### src/rtl/ninjin_ddr_sched.sv
// ----------------------------------------------------------------------------
// ninjin_ddr_sched
//
// Splits host-memory transfer jobs into DDR bursts and hands them to an AXI
// master one at a time. There are two independent job ports: read
// (host -> on-chip RAM) and write (on-chip RAM -> host). Bursts from the two
// ports are interleaved round-robin, one burst per grant.
//
// Ports
//   clk, rst                       clock, synchronous active-high reset
//   rd_req/rd_base/rd_total        read-job request pulse, byte base, words
//   wr_req/wr_base/wr_total        write-job request pulse, byte base, words
//   rd_busy/rd_done/rd_err         read-job status (busy, done pulse, sticky err)
//   wr_busy/wr_done/wr_err         write-job status
//   ddr_req                        one-cycle burst request to the AXI master
//   ddr_mode/ddr_base/ddr_len      burst descriptor, held until the burst ends
//   ddr_done/ddr_err               burst completion pulse and error code
// ----------------------------------------------------------------------------
module ninjin_ddr_sched #(
  parameter  int BURST_MAX = 256,
  parameter  int BWIDTH    = 32,
  parameter  int WORDSIZE  = 12,
  parameter  int LWIDTH    = 9,
  parameter  int TWIDTH    = 20,
  // Byte-offset bits of one bus word; equals clogb2(BWIDTH/8-1) for the
  // power-of-two bus widths this block supports.
  localparam int LSB       = $clog2(BWIDTH / 8),
  localparam int AWIDTH    = WORDSIZE + LSB
) (
  input  logic              clk,
  input  logic              rst,

  input  logic              rd_req,
  input  logic [AWIDTH-1:0] rd_base,
  input  logic [TWIDTH-1:0] rd_total,
  input  logic              wr_req,
  input  logic [AWIDTH-1:0] wr_base,
  input  logic [TWIDTH-1:0] wr_total,

  output logic              rd_busy,
  output logic              wr_busy,
  output logic              rd_done,
  output logic              wr_done,
  output logic              rd_err,
  output logic              wr_err,

  output logic              ddr_req,
  output logic              ddr_mode,
  output logic [AWIDTH-1:0] ddr_base,
  output logic [LWIDTH-1:0] ddr_len,
  input  logic              ddr_done,
  input  logic [3:0]        ddr_err
);

  // Port index doubles as the DDR mode bit: 0 = read, 1 = write.
  localparam logic DDR_READ  = 1'b0;
  localparam logic DDR_WRITE = 1'b1;

  typedef enum logic [1:0] {
    S_IDLE,
    S_ISSUE,
    S_WAIT,
    S_NEXT
  } state_t;

  // Request inputs gathered into per-port vectors (index 0 = read, 1 = write).
  logic [1:0]             req_in;
  logic [1:0][AWIDTH-1:0] base_in;
  logic [1:0][TWIDTH-1:0] total_in;

  assign req_in   = {wr_req, rd_req};
  assign base_in  = {wr_base, rd_base};
  assign total_in = {wr_total, rd_total};

  // Only bit 0 of the master error code matters here.
  logic unused_err_bits;
  assign unused_err_bits = ^ddr_err[3:1];

  state_t                 state_q, state_d;
  logic                   prio_q, prio_d;       // port that wins a contended grant
  logic                   ddr_mode_q, ddr_mode_d;
  logic [AWIDTH-1:0]      ddr_base_q, ddr_base_d;
  logic [LWIDTH-1:0]      ddr_len_q, ddr_len_d;
  logic                   fail_q, fail_d;       // ddr_err[0] captured on ddr_done

  logic [1:0][AWIDTH-1:0] cur_base_q, cur_base_d;
  logic [1:0][TWIDTH-1:0] remain_q, remain_d;
  logic [1:0]             busy_q, busy_d;
  logic [1:0]             err_q, err_d;
  logic [1:0]             done_q, done_d;

  logic [1:0]             pending;
  logic                   grant;
  logic [TWIDTH-1:0]      grant_remain;

  assign pending[0] = (remain_q[0] != '0);
  assign pending[1] = (remain_q[1] != '0);

  // NOTE: every signal written here gets a default first, so no path through
  // the block leaves a value unassigned and no latch is inferred.
  always_comb begin
    state_d    = state_q;
    prio_d     = prio_q;
    ddr_mode_d = ddr_mode_q;
    ddr_base_d = ddr_base_q;
    ddr_len_d  = ddr_len_q;
    fail_d     = fail_q;
    cur_base_d = cur_base_q;
    remain_d   = remain_q;
    busy_d     = busy_q;
    err_d      = err_q;
    done_d     = '0;

    // A lone pending port always wins; with both pending the priority holder
    // wins, and priority then passes to the other port.
    case (pending)
      2'b01:   grant = 1'b0;
      2'b10:   grant = 1'b1;
      default: grant = prio_q;
    endcase
    grant_remain = remain_q[grant];

    case (state_q)
      S_IDLE: begin
        if (|pending) begin
          ddr_mode_d = grant ? DDR_WRITE : DDR_READ;
          ddr_base_d = cur_base_q[grant];
          ddr_len_d  = (grant_remain > TWIDTH'(BURST_MAX)) ? LWIDTH'(BURST_MAX)
                                                            : grant_remain[LWIDTH-1:0];
          prio_d     = ~grant;
          state_d    = S_ISSUE;
        end
      end

      S_ISSUE: state_d = S_WAIT;

      S_WAIT: begin
        if (ddr_done) begin
          fail_d  = ddr_err[0];
          state_d = S_NEXT;
        end
      end

      S_NEXT: begin
        state_d = S_IDLE;
        if (fail_q) begin
          // A failed burst abandons the rest of the job.
          remain_d[ddr_mode_q] = '0;
          err_d[ddr_mode_q]    = 1'b1;
          done_d[ddr_mode_q]   = 1'b1;
          busy_d[ddr_mode_q]   = 1'b0;
        end else begin
          remain_d[ddr_mode_q]   = remain_q[ddr_mode_q] - TWIDTH'(ddr_len_q);
          // Byte address wraps at the address width; no 4 KB splitting.
          cur_base_d[ddr_mode_q] = cur_base_q[ddr_mode_q] + (AWIDTH'(ddr_len_q) << LSB);
          if (remain_q[ddr_mode_q] == TWIDTH'(ddr_len_q)) begin
            done_d[ddr_mode_q] = 1'b1;
            busy_d[ddr_mode_q] = 1'b0;
          end
        end
      end

      default: state_d = S_IDLE;
    endcase

    // Job acceptance. A port in its done cycle still counts as busy, so a
    // request coinciding with the done pulse is dropped. The burst engine only
    // ever updates a busy port, so it never collides with an acceptance here.
    for (int p = 0; p < 2; p++) begin
      if (req_in[p] && !busy_q[p] && !done_q[p]) begin
        cur_base_d[p] = base_in[p];
        remain_d[p]   = total_in[p];
        err_d[p]      = 1'b0;
        // Zero-length job: complete immediately without touching the DDR.
        busy_d[p]     = (total_in[p] != '0);
        done_d[p]     = (total_in[p] == '0);
      end
    end
  end

  // NOTE: sequential state uses non-blocking assignments only, so every flop
  // samples the pre-edge value of every other flop.
  always_ff @(posedge clk) begin
    if (rst) begin
      state_q    <= S_IDLE;
      prio_q     <= DDR_READ;
      ddr_mode_q <= DDR_READ;
      ddr_base_q <= '0;
      ddr_len_q  <= '0;
      fail_q     <= 1'b0;
      cur_base_q <= '0;
      remain_q   <= '0;
      busy_q     <= '0;
      err_q      <= '0;
      done_q     <= '0;
    end else begin
      state_q    <= state_d;
      prio_q     <= prio_d;
      ddr_mode_q <= ddr_mode_d;
      ddr_base_q <= ddr_base_d;
      ddr_len_q  <= ddr_len_d;
      fail_q     <= fail_d;
      cur_base_q <= cur_base_d;
      remain_q   <= remain_d;
      busy_q     <= busy_d;
      err_q      <= err_d;
      done_q     <= done_d;
    end
  end

  assign ddr_req  = (state_q == S_ISSUE);
  assign ddr_mode = ddr_mode_q;
  assign ddr_base = ddr_base_q;
  assign ddr_len  = ddr_len_q;

  assign rd_busy  = busy_q[0];
  assign wr_busy  = busy_q[1];
  assign rd_done  = done_q[0];
  assign wr_done  = done_q[1];
  assign rd_err   = err_q[0];
  assign wr_err   = err_q[1];

endmodule

### config.mk
export PLATFORM = sky130hd
export DESIGN_NAME = ninjin_ddr_sched
export DESIGN_NICKNAME = d
export VERILOG_FILES = /design/src/rtl/ninjin_ddr_sched.sv
export SDC_FILE = /design/constraint.sdc
export NUM_CORES = 1
export LEC_CHECK = 0
export ABC_AREA = 1
export ABC_CLOCK_PERIOD_IN_PS = 3150
export BUFFER_PORTS_ARGS = -buffer_cell sky130_fd_sc_hd__buf_2
export CORE_UTILIZATION = 58
export CTS_CLUSTER_DIAMETER = 30
export DETAILED_ROUTE_END_ITERATION = 6
export HOLD_SLACK_MARGIN = 0.06
export PLACE_DENSITY = 0.93
export SYNTH_ARGS = -nofsm -noshare
export SYNTH_HDL_FRONTEND = slang
export SYNTH_SLANG_ARGS = --single-unit
### constraint.sdc
create_clock -name clk -period 3.15 [get_ports clk]
set_input_delay 0 -clock clk [delete_from_list [all_inputs] [get_ports clk]]
set_output_delay 0 -clock clk [all_outputs]
set_load 0.01 [all_outputs]
## Word-level counts from Yosys, hierarchy flattened

Cells that the tools add are included.

| cells by class | value |
|---|---|
| $add $sub $neg | 2 |
| multiply operators | 0 |
| div/mod/pow operators | 0 |
| magnitude comparators | 4 |
| eq/ne operators | 10 |
| shift-type cells | 0 |
| multiplexer cells | 40 |
| bitwise operators | 6 |
| reductions and logical operators | 31 |

Operator list:

| kind | number |
|---|---|
| 2-to-1 mux 20 bit | 7 |
| 2-to-1 mux 14 bit | 7 |
| 2-to-1 mux 40 bit | 2 |
| nonzero test 20 bit | 4 |
| 2-to-1 mux 28 bit | 2 |
| AND 40 bit | 1 |
| bitwise mux 40 bit | 1 |
| zero test 20 bit | 2 |
| inverter 40 bit | 1 |
| bitwise mux 28 bit | 1 |
| demux 20 bit (select 1 bit) | 1 |
| equality test 20 x 9 -> 1 bit | 1 |
| > comparator 20 x 9 -> 1 bit, second input constant | 1 |
| subtractor 20 x 9 -> 20 bit | 1 |
| 2-to-1 mux 2 bit | 8 |
| AND reduction 2 bit | 8 |
| adder 14 x 11 -> 14 bit | 1 |
| demux 14 bit (select 1 bit) | 1 |
| 2-to-1 mux 9 bit | 1 |
| case mux 2 bit (4 select lines) | 1 |
| equality test 2 bit, second input constant | 3 |
| 2-to-1 mux 1 bit | 6 |
| nonzero test 3 bit | 2 |
| OR reduction 2 bit | 3 |
| 15 further kinds | 27 |

| storage, ports and cells | value |
|---|---|
| register bits after elaboration | 102 |
| bits in latches | 0 |
| bits in writable memories | 0 |
| ROM bits | 0 |
| bits of input ports | 77 |
| output and inout port bits | 31 |
| logic and storage cells | 108 |
| memories | 0 |

## Depth between registers and ports, before layout

Gate-level depths: netlist (run 1).

| logic depth | value |
|---|---|
| depth in word-level cells | 10 |
| mapped depth | 19 |
| depth with buffers taken out | 18 |

## Worst setup path before layout (run 1)

Ideal clock, no wire load.

| path | value |
|---|---|
| kind | flip-flop to flip-flop |
| from | register ddr_mode_q, in the netlist ddr_mode |
| to | register remain_q[30] (netlist name) |
| library setup time | 132 ps |
| arrival | 2612 ps |
| data required time | 3018 ps |
| slack | 405 ps |
| cell stages (with the launch flop) | 19 |
| path buffers | 3 |
| clock period less this slack | 2745 ps |
| cell sequence | dfxtp_1 -> buf_4 -> buf_2 -> clkbuf_1 -> nand2_1 -> o21ai_0 -> ha_1 -> inv_1 -> fa_1 -> nand2_1 -> nand3_1 -> nand3_1 -> nand2_1 -> nand2_1 -> nand3_1 -> nand2_1 -> nor2_1 -> o21bai_1 -> a21oi_1 |

| between the ends | value |
|---|---|
| word-level cells in the longest chain between the ends | 9 |
| elaborated cells between the ends (all ways) | 14 |
| classes of those cells | add/sub (1); order compare (2); mux (8); bitwise (2); reduce/logical (1) |

RTL lines:

| item | line | source |
|---|---|---|
| from (decl) | 81 | `logic ddr_mode_q, ddr_mode_d;` |
| from (signal assigned) | 199 | `ddr_mode_q <= ddr_mode_d;` |
| parallel branches: the longest is 6 deep, another holds subtractor 20 x 9 -> 20 bit | - |  |
| 2-to-1 mux 40 bit * | 146 | `if (fail_q) begin` |
| 2-to-1 mux 40 bit * | 123 | `case (state_q)` |
| 2-to-1 mux 20 bit * | 170 | `if (req_in[p] && !busy_q[p] && !done_q[p]) begin` |
| to (signal assigned) | 204 | `remain_q <= remain_d;` |
| to (decl) | 87 | `logic [1:0][TWIDTH-1:0] remain_q, remain_d;` |

Every way passes the cells marked *. The select of a mux whose other input is x is not followed.
A chain may end at the register's enable or synchronous reset.

## Worst setup path in the final report (run 1)

| path | value |
|---|---|
| from | register remain_q[39] (netlist name) |
| to | register ddr_len_q[3], in the netlist ddr_len[3] |

| between the ends | value |
|---|---|
| word-level cells in the longest chain between the ends | 7 |
| elaborated cells between the ends (all ways) | 10 |
| classes of those cells | order compare (1); eq/ne (2); mux (4); reduce/logical (3) |

RTL lines:

| item | line | source |
|---|---|---|
| nonzero test 20 bit | 97 | `assign pending[1] = (remain_q[1] != '0);` |
| equality test 2 bit or equality test 2 x 1 -> 1 bit (tied branches) | 116 | `case (pending)` |
| case mux 1 bit (2 select lines) | 116 |  |
| 2-to-1 mux 20 bit (not written as such) (2 in a row) | 121 | `grant_remain = remain_q[grant];` |
| > comparator 20 x 9 -> 1 bit | 128 | `ddr_len_d = (grant_remain > TWIDTH'(BURST_MAX)) ? LWIDTH'(BURST_MAX)` |
| 2-to-1 mux 9 bit | 128 |  |
| to (signal assigned) | 201 | `ddr_len_q <= ddr_len_d;` |
| to (decl) | 83 | `logic [LWIDTH-1:0] ddr_len_q, ddr_len_d;` |

Several ways; a longest one is shown, not always the timed one. The select of a mux whose other input is x is not followed.

==> impl_metrics.env, run 1 <==
export IMPL_min_delay_start="wr_total[10]"
export IMPL_layout_cells_non_filler=1440
export IMPL_reg2regPathDepth=15
export IMPL_status="finished with violations"
export IMPL_timing_rr_start="remain_q[39]"
export IMPL_synth_warning_count=0
export IMPL_p_leak_nw=4.18
export IMPL_drv_cap=0
export IMPL_wirelength_mm=24.1
export IMPL_crit_fanout=20
export IMPL_post_dp_hpwl_mm=16.3
export IMPL_cellPowerDensity_nw_per_um2=848
export IMPL_grt_pass1_wl_mm=38.5
export IMPL_violations="design-rule violations"
export IMPL_overflow=0
export IMPL_fp_row_count=39
export IMPL_synth_seq_cells=102
export IMPL_antenna_left=0
export IMPL_slew_violations=0
export IMPL_die_w_um=112
export IMPL_rsz0062_at_grt="no"
export IMPL_setup_violations=0
export IMPL_synth_nets=1237
export IMPL_cts_buffers_inserted=9
export IMPL_cp_arrival_ns=3.15
export IMPL_antenna_found_initial=0
export IMPL_dp_cells=1360
export IMPL_start_kind="register"
export IMPL_yosysMostFrequentCell="nand2_1"
export IMPL_synth_ff_type="dfxtp_1"
export IMPL_viasPerCell=5.78
export IMPL_grt_pass1_vias=7784
export IMPL_cts_sinks=102
export IMPL_nets=1396
export IMPL_syn_to_final_growth_pct=23.7
export IMPL_yosys_top_cells_area="dfxtp_1 29%, nand2_1 19%, inv_1 9.3%, o21ai_0 6.8%, ha_1 4.5%"
export IMPL_antenna_cells=0
export IMPL_synthCells=1133
export IMPL_dr_pass1_iters=7
export IMPL_total_power_mw=7.31
export IMPL_ys_types=42
export IMPL_root_buffer="clkbuf_16"
export IMPL_min_to="remain_q[30]"
export IMPL_gp_congestion=1.01
export IMPL_drive_gt1_share_pct=13.0
export IMPL_hold_path_class="primary input to register"
export IMPL_timing_fmax_mhz=353
export IMPL_finalClockSkew_ns=0.0127
export IMPL_seq_area_frac_synth_pct=29.3
export IMPL_syn_avg_cell_area_sq_um=6.15
export IMPL_h_tree_depth=3
export IMPL_grt_total_usage_pct=39.3
export IMPL_fillers=890
export IMPL_relSlewSlack_pct=38.6
export IMPL_regToRegSetupSlack_ns=0.32
export IMPL_drtIter0Drc=1021
export IMPL_die_area_sq_um=12500
export IMPL_yosysTopAreaCell="dfxtp_1"
export IMPL_synth_cell_area_sq_um=6970
export IMPL_synth_top_area_share_pct=29.3
export IMPL_fp_dieH_um=112
export IMPL_cts_tree="done"
export IMPL_port_buffers=104
export IMPL_dr_total_vias=8317
export IMPL_grt_max_degree=53
export IMPL_worst_pin_slew_ns=0.920
export IMPL_crit_type="register to register"
export IMPL_design_portCount=108
export IMPL_start_util_pct=60.3
export IMPL_ys_top_cells_by_count="353 x nand2_1, 172 x inv_1, 102 x dfxtp_1"
export IMPL_route_detailed_drc=6
export IMPL_reg2reg_to="ddr_len[3]"
export IMPL_period_needed_ns=2.83
export IMPL_core_area_sq_um=11600
export IMPL_postLayoutCoreUtil_pct=74.6
export IMPL_whs_path_depth=4
export IMPL_async_flop_share_pct=0
export IMPL_fin_crit_sh_pct=89.9
export IMPL_wl_per_cell_um=16.7
export IMPL_cp_data_required_time_ns=3.46
export IMPL_synth_edff_count=0
export IMPL_clk_pin_slew_worst_paths_ns=0.08
export IMPL_clk_latency_ns=0.37
export IMPL_final_hold_violation_count=0
export IMPL_end_kind="register"
export IMPL_tns_ns=0
export IMPL_clock_path_buffers=2
export IMPL_ir_drop_v=0.000517
==> sequential cells by signal (all words and copies together), names as in the netlist <==
| signal | count |
|---|---|
| busy_q | 2 |
| cur_base_q | 28 |
| ddr_base | 14 |
| ddr_len | 9 |
| ddr_mode | 1 |
| done_q | 2 |
| err_q | 2 |
| fail_q | 1 |
| prio_q | 1 |
| remain_q | 40 |
| state_q | 2 |
==> cell type report <==
cell class / count / area, sq um / share of cell area (%)
Clock inverter: 7 / 91.3 / 1.06
Tap cell: 143 / 179 / 2.07
Multi-Input combinational cell: 809 / 4070 / 47.2
Sequential cell: 102 / 2040 / 23.7
Clock buffer: 9 / 225 / 2.61
Inverter: 180 / 676 / 7.84
Timing Repair Buffer: 190 / 1340 / 15.5
==> how the worst max path moves through the flow <==
stage	startpoint	to	slack [ns]
detailed placement	remain_q[12]	ddr_len[3]	0.32
global placement	remain_q[16]	ddr_len[4]	0.35
floorplan	ddr_mode	remain_q[30]	0.41
finish	remain_q[39]	ddr_len[3]	0.32
global route	remain_q[16]	ddr_len[3]	0.009
CTS	ddr_mode	cur_base_q[24]	0.26
==> per-stage QoR <==
| step | instance area, sq um | setup slack [ns] | hold slack [ns] |
|---|---|---|---|
| after global placement | 7660 | 0.345 | 0.224 |
| after detailed placement | 7660 | 0.317 | 0.232 |
| after floorplan | 6970 | 0.405 | 0.135 |
| after CTS | 8620 | 0.264 | 0.0697 |
| final | 8620 | 0.317 | 0.0789 |
| after global routing | 8620 | 0.00897 | 0.0902 |
==> cell usage in the layout (no fill, tap or decap), drive strengths merged <==
cell type and instances:
a211oi 1, a21boi 1, a21o 1, a21oi 59, a221oi 2, a31o 2
a31oi 14, a41oi 6, and2 1, buf 126, bufinv 1, clkbuf 9
clkinv 6, clkinvlp 1, dfxtp 102, dlygate4sd3 64, fa 2, ha 25
inv 179, nand2 354, nand3 58, nand4 16, nor2 81, nor3 6
nor4 18, o211ai 11, o21a 7, o21ai 103, o21bai 2, o221ai 17
o22ai 1, o31ai 1, or2 4, xnor2 4, xor2 12
==> repair_timing <==
item                       in CTS  in global routing
setup endpoints to repair       0                  8
setup buffers                   0                  0
gates resized for setup         0                  4
hold endpoints to repair       63                  0
hold buffers                   64                  0
==> per-layer routing <==
layer | GRT usage [%] | part of all wire (%)
met1 | 52.8 | 41
met2 | 60.9 | 44
met3 | 9.96 | 13
met4 | 14.0 | 2.5
met5 | 0 | 0
==> kinds of logic after synthesis <==
kind of cell,after synthesis,synth area share [%]
DFF,102,29.3
AOI/OAI and AO/OA,228,19.0
buffers and inverters,222,12.4
xor gates and xnor gates,16,2.01
and+or+nand+nor,538,32.2
adders and majority gates,27,5.06
==> power by group <==
part / internal [mW] / leakage, nW / switching, mW
clock: 0.635 / 0.151 / 0.569
combinational: 1.44 / 3.19 / 2.91
sequential: 1.51 / 0.836 / 0.248
==> critical path, stage by stage, from the launching register on <==
cell and delay [ns]:
dfxtp_1 0.36, nor4_1 0.53, nand4_1 0.20, ha_1 0.34, inv_1 0.04, nand2_1 0.05
nand2_1 0.08, buf_12 0.16, o21ai_0 0.25, nand2_1 0.09, nor2_1 0.12, nand2_1 0.07
nand2_1 0.09, nand3_2 0.15, nor2_1 0.14, o21a_1 0.13
No activity file was read; power rests on OpenSTA's default activity.
==> inputs of run 2 (changes only) <==
- CORE_UTILIZATION: 58 -> 60
- CTS_BUF_LIST: default -> sky130_fd_sc_hd__clkbuf_8
- PLACE_DENSITY: 0.93 -> 0.95
==> run 2 against run 1 <==
The flow now finishes without violations. Flip-flop and latch count unchanged. Register-to-register slack about the same. Clock skew up 0.0063 ns. Critical endpoint is now ddr_len[5].
==> impl_metrics.env, run 2 (synthesis gave the netlist of run 1 again) <==
export IMPL_status="complete, no violations"
export IMPL_final_cell_mix="353 x nand2_1, 173 x inv_1, 104 x buf_2, 101 x dfxtp_1, 94 x o21ai_0"
export IMPL_root_buffer="clkbuf_8"
export IMPL_gp_congestion=1.01
export IMPL_crit_path_end="ddr_len[5]"
export IMPL_clk_pin_slew_worst_paths_ns=0.10
export IMPL_rsz0062_at_grt="no"
export IMPL_timing_fmax_mhz=352
export IMPL_highest_layer="met4"
export IMPL_dr_pass1_iters=7
export IMPL_crit_cells=16
export IMPL_clock_path_buffers=2
export IMPL_cp_startpoint="remain_q[16]"
export IMPL_met2_length_mm=10.8
export IMPL_syn_to_final_growth_pct=23.0
export IMPL_cts_sinks=102
export IMPL_h_tree_depth=3
export IMPL_antenna_found_initial=0
export IMPL_setup_violations=0
export IMPL_grt_pass1_wl_mm=38.5
export IMPL_die_area_sq_um=12100
export IMPL_grt_pass1_vias=7891
export IMPL_start_util_pct=62.9
export IMPL_antenna_cells=0
export IMPL_slew_violations=0
export IMPL_crit_fanout=11
export IMPL_antenna_left=0
export IMPL_wl_met1_mm=9.83
export IMPL_ir_drop_v=0.000510
export IMPL_period_needed_ns=2.84
export IMPL_worst_pin_slew_ns=0.802
export IMPL_port_buffers=104
export IMPL_core_area_sq_um=11100
export IMPL_tns_ns=0
export IMPL_postLayoutCoreUtil_pct=77.4
export IMPL_final_common_cell="nand2_1"
export IMPL_fin_crit_sh_pct=90.1
export IMPL_drtIter0Drc=1069
export IMPL_timing_rr_start="remain_q[16]"
export IMPL_end_kind="register"
export IMPL_cp_data_required_time_ns=3.49
export IMPL_crit_type="register to register"
export IMPL_hold_path_class="primary input to register"
export IMPL_p_leak_nw=4.16
export IMPL_start_kind="register"
export IMPL_slowest_delay_ns=0.36
export IMPL_post_dp_hpwl_mm=16.0
export IMPL_final_hold_violation_count=0
export IMPL_cts_buffers_inserted=9
export IMPL_fp_row_count=38
export IMPL_path_buf_inv=2
export IMPL_drv_cap=0
export IMPL_wirelength_mm=24.2
export IMPL_grt_total_usage_pct=41.9
export IMPL_clk_latency_ns=0.39
export IMPL_largest_reg_flops=40
export IMPL_total_power_mw=7.09
export IMPL_finalClockSkew_ns=0.0190
export IMPL_nets=1402
export IMPL_cp_arrival_ns=3.17
export IMPL_post_cts_setup_buffers=0
export IMPL_dr_total_vias=8578
export IMPL_grt_max_degree=53
export IMPL_viasPerCell=5.94
export IMPL_route_detailed_drc=0
export IMPL_regMostFlops="remain_q"
export IMPL_reg2reg_to="ddr_len[5]"
export IMPL_wl_met3_mm=2.88
export IMPL_timing_hold_ws_ns=0.0872
export IMPL_crit_family="simple AND/OR/NAND/NOR gates"
export IMPL_path_cells="nor4_1 -> buf_4 -> nand3_1 -> nor3_2 -> ha_1 -> nand2_1 -> nand2_1 -> buf_4 -> o21ai_0 -> nand2_1 -> nor2_1 -> nand2_1 -> nand2_1 -> nand3_2 -> nor2_1 -> o21a_1"
export IMPL_fp_dieH_um=110
export IMPL_reg2regPathDepth=16
export IMPL_cellPowerDensity_nw_per_um2=827
export IMPL_relSlewSlack_pct=46.3
export IMPL_cpMostUsedCell="nand2_1"
export IMPL_die_w_um=110
export IMPL_drive_gt1_share_pct=13.0
export IMPL_wl_per_cell_um=16.8
export IMPL_design_portCount=108
export IMPL_crit_path_top_delay_cell="dfxtp_1"
export IMPL_overflow=0
export IMPL_regToRegSetupSlack_ns=0.31
export IMPL_cts_tree="done"
==> run 2: changes by cell type in the layout (fill, tap and decap cells not counted) <==
cell	change
clkbuf_8	+10
clkbuf_16	-9
dlygate4sd3_1	+4
buf_4	+3
clkinv_4	-2
o21ai_0	+2
o21ai_1	-2
buf_12	-1
bufinv_16	+1
clkinv_8	-1
inv_1	+1
==> run 2: report_power, final <==
| group | total (mW) | internal (mW) | switching [mW] |
|---|---|---|---|
| Clock | 0.961 | 0.475 | 0.486 |
| Sequential | 1.76 | 1.51 | 0.249 |
| Combinational | 4.37 | 1.44 | 2.93 |
==> run 2: metal layers <==
metal  GRT usage [%]  vias to the layer above
li1                -                     4004
met1            56.2                     3828
met2            65.7                      654
met3            7.77                       92
met4            18.2                        0
met5               0                        -
==> run 2: worst min-delay path by stage <==
stage / startpoint / to / slack, ns / cells past startpoint
3_5_place_dp: rd_base[0] / cur_base_q[0] / 0.23 / 3
3_3_place_gp: rd_base[0] / cur_base_q[0] / 0.22 / 3
5_1_grt: wr_total[10] / remain_q[30] / 0.11 / 4
2_1_floorplan: rd_base[0] / cur_base_q[0] / 0.13 / 2
4_1_cts: wr_total[10] / done_q[1] / 0.07 / 6
6_report: rd_total[14] / remain_q[14] / 0.09 / 5
==> run 2: layout make-up <==
class	count	area [sq um]
clock inverter	6	91.3
inverter	180	676
fill	817	2500
timing repair buffer	196	1380
multi-input combinational	809	4070
tap	140	175
sequential	102	2040
clock buffer	10	138
==> run 2: worst register-to-register path, stage by stage (launching register included) <==
cell and delay (ns):
dfxtp_1 0.36, nor4_1 0.34, buf_4 0.19, nand3_1 0.09, nor3_2 0.26, ha_1 0.29
nand2_1 0.07, nand2_1 0.07, buf_4 0.17, o21ai_0 0.26, nand2_1 0.09, nor2_1 0.09
nand2_1 0.05, nand2_1 0.09, nand3_2 0.13, nor2_1 0.15, o21a_1 0.11
==> run 2: metrics by stage <==
step,setup slack (ns),instance area [sq um],instances
floorplan,0.405,6970,1133
global placement,0.385,7660,1359
detailed placement,0.300,7660,1359
CTS,0.275,8570,1443
global route,0.0186,8570,1443
finish,0.312,8570,1443
==> run 2: repair_timing <==
| item | in CTS | in global routing |
|---|---|---|
| endpoints found under the setup margin | 0 | 7 |
| hold buffers | 68 | 0 |
| endpoints found under the hold margin | 70 | 0 |
| resized for setup | 0 | 2 |
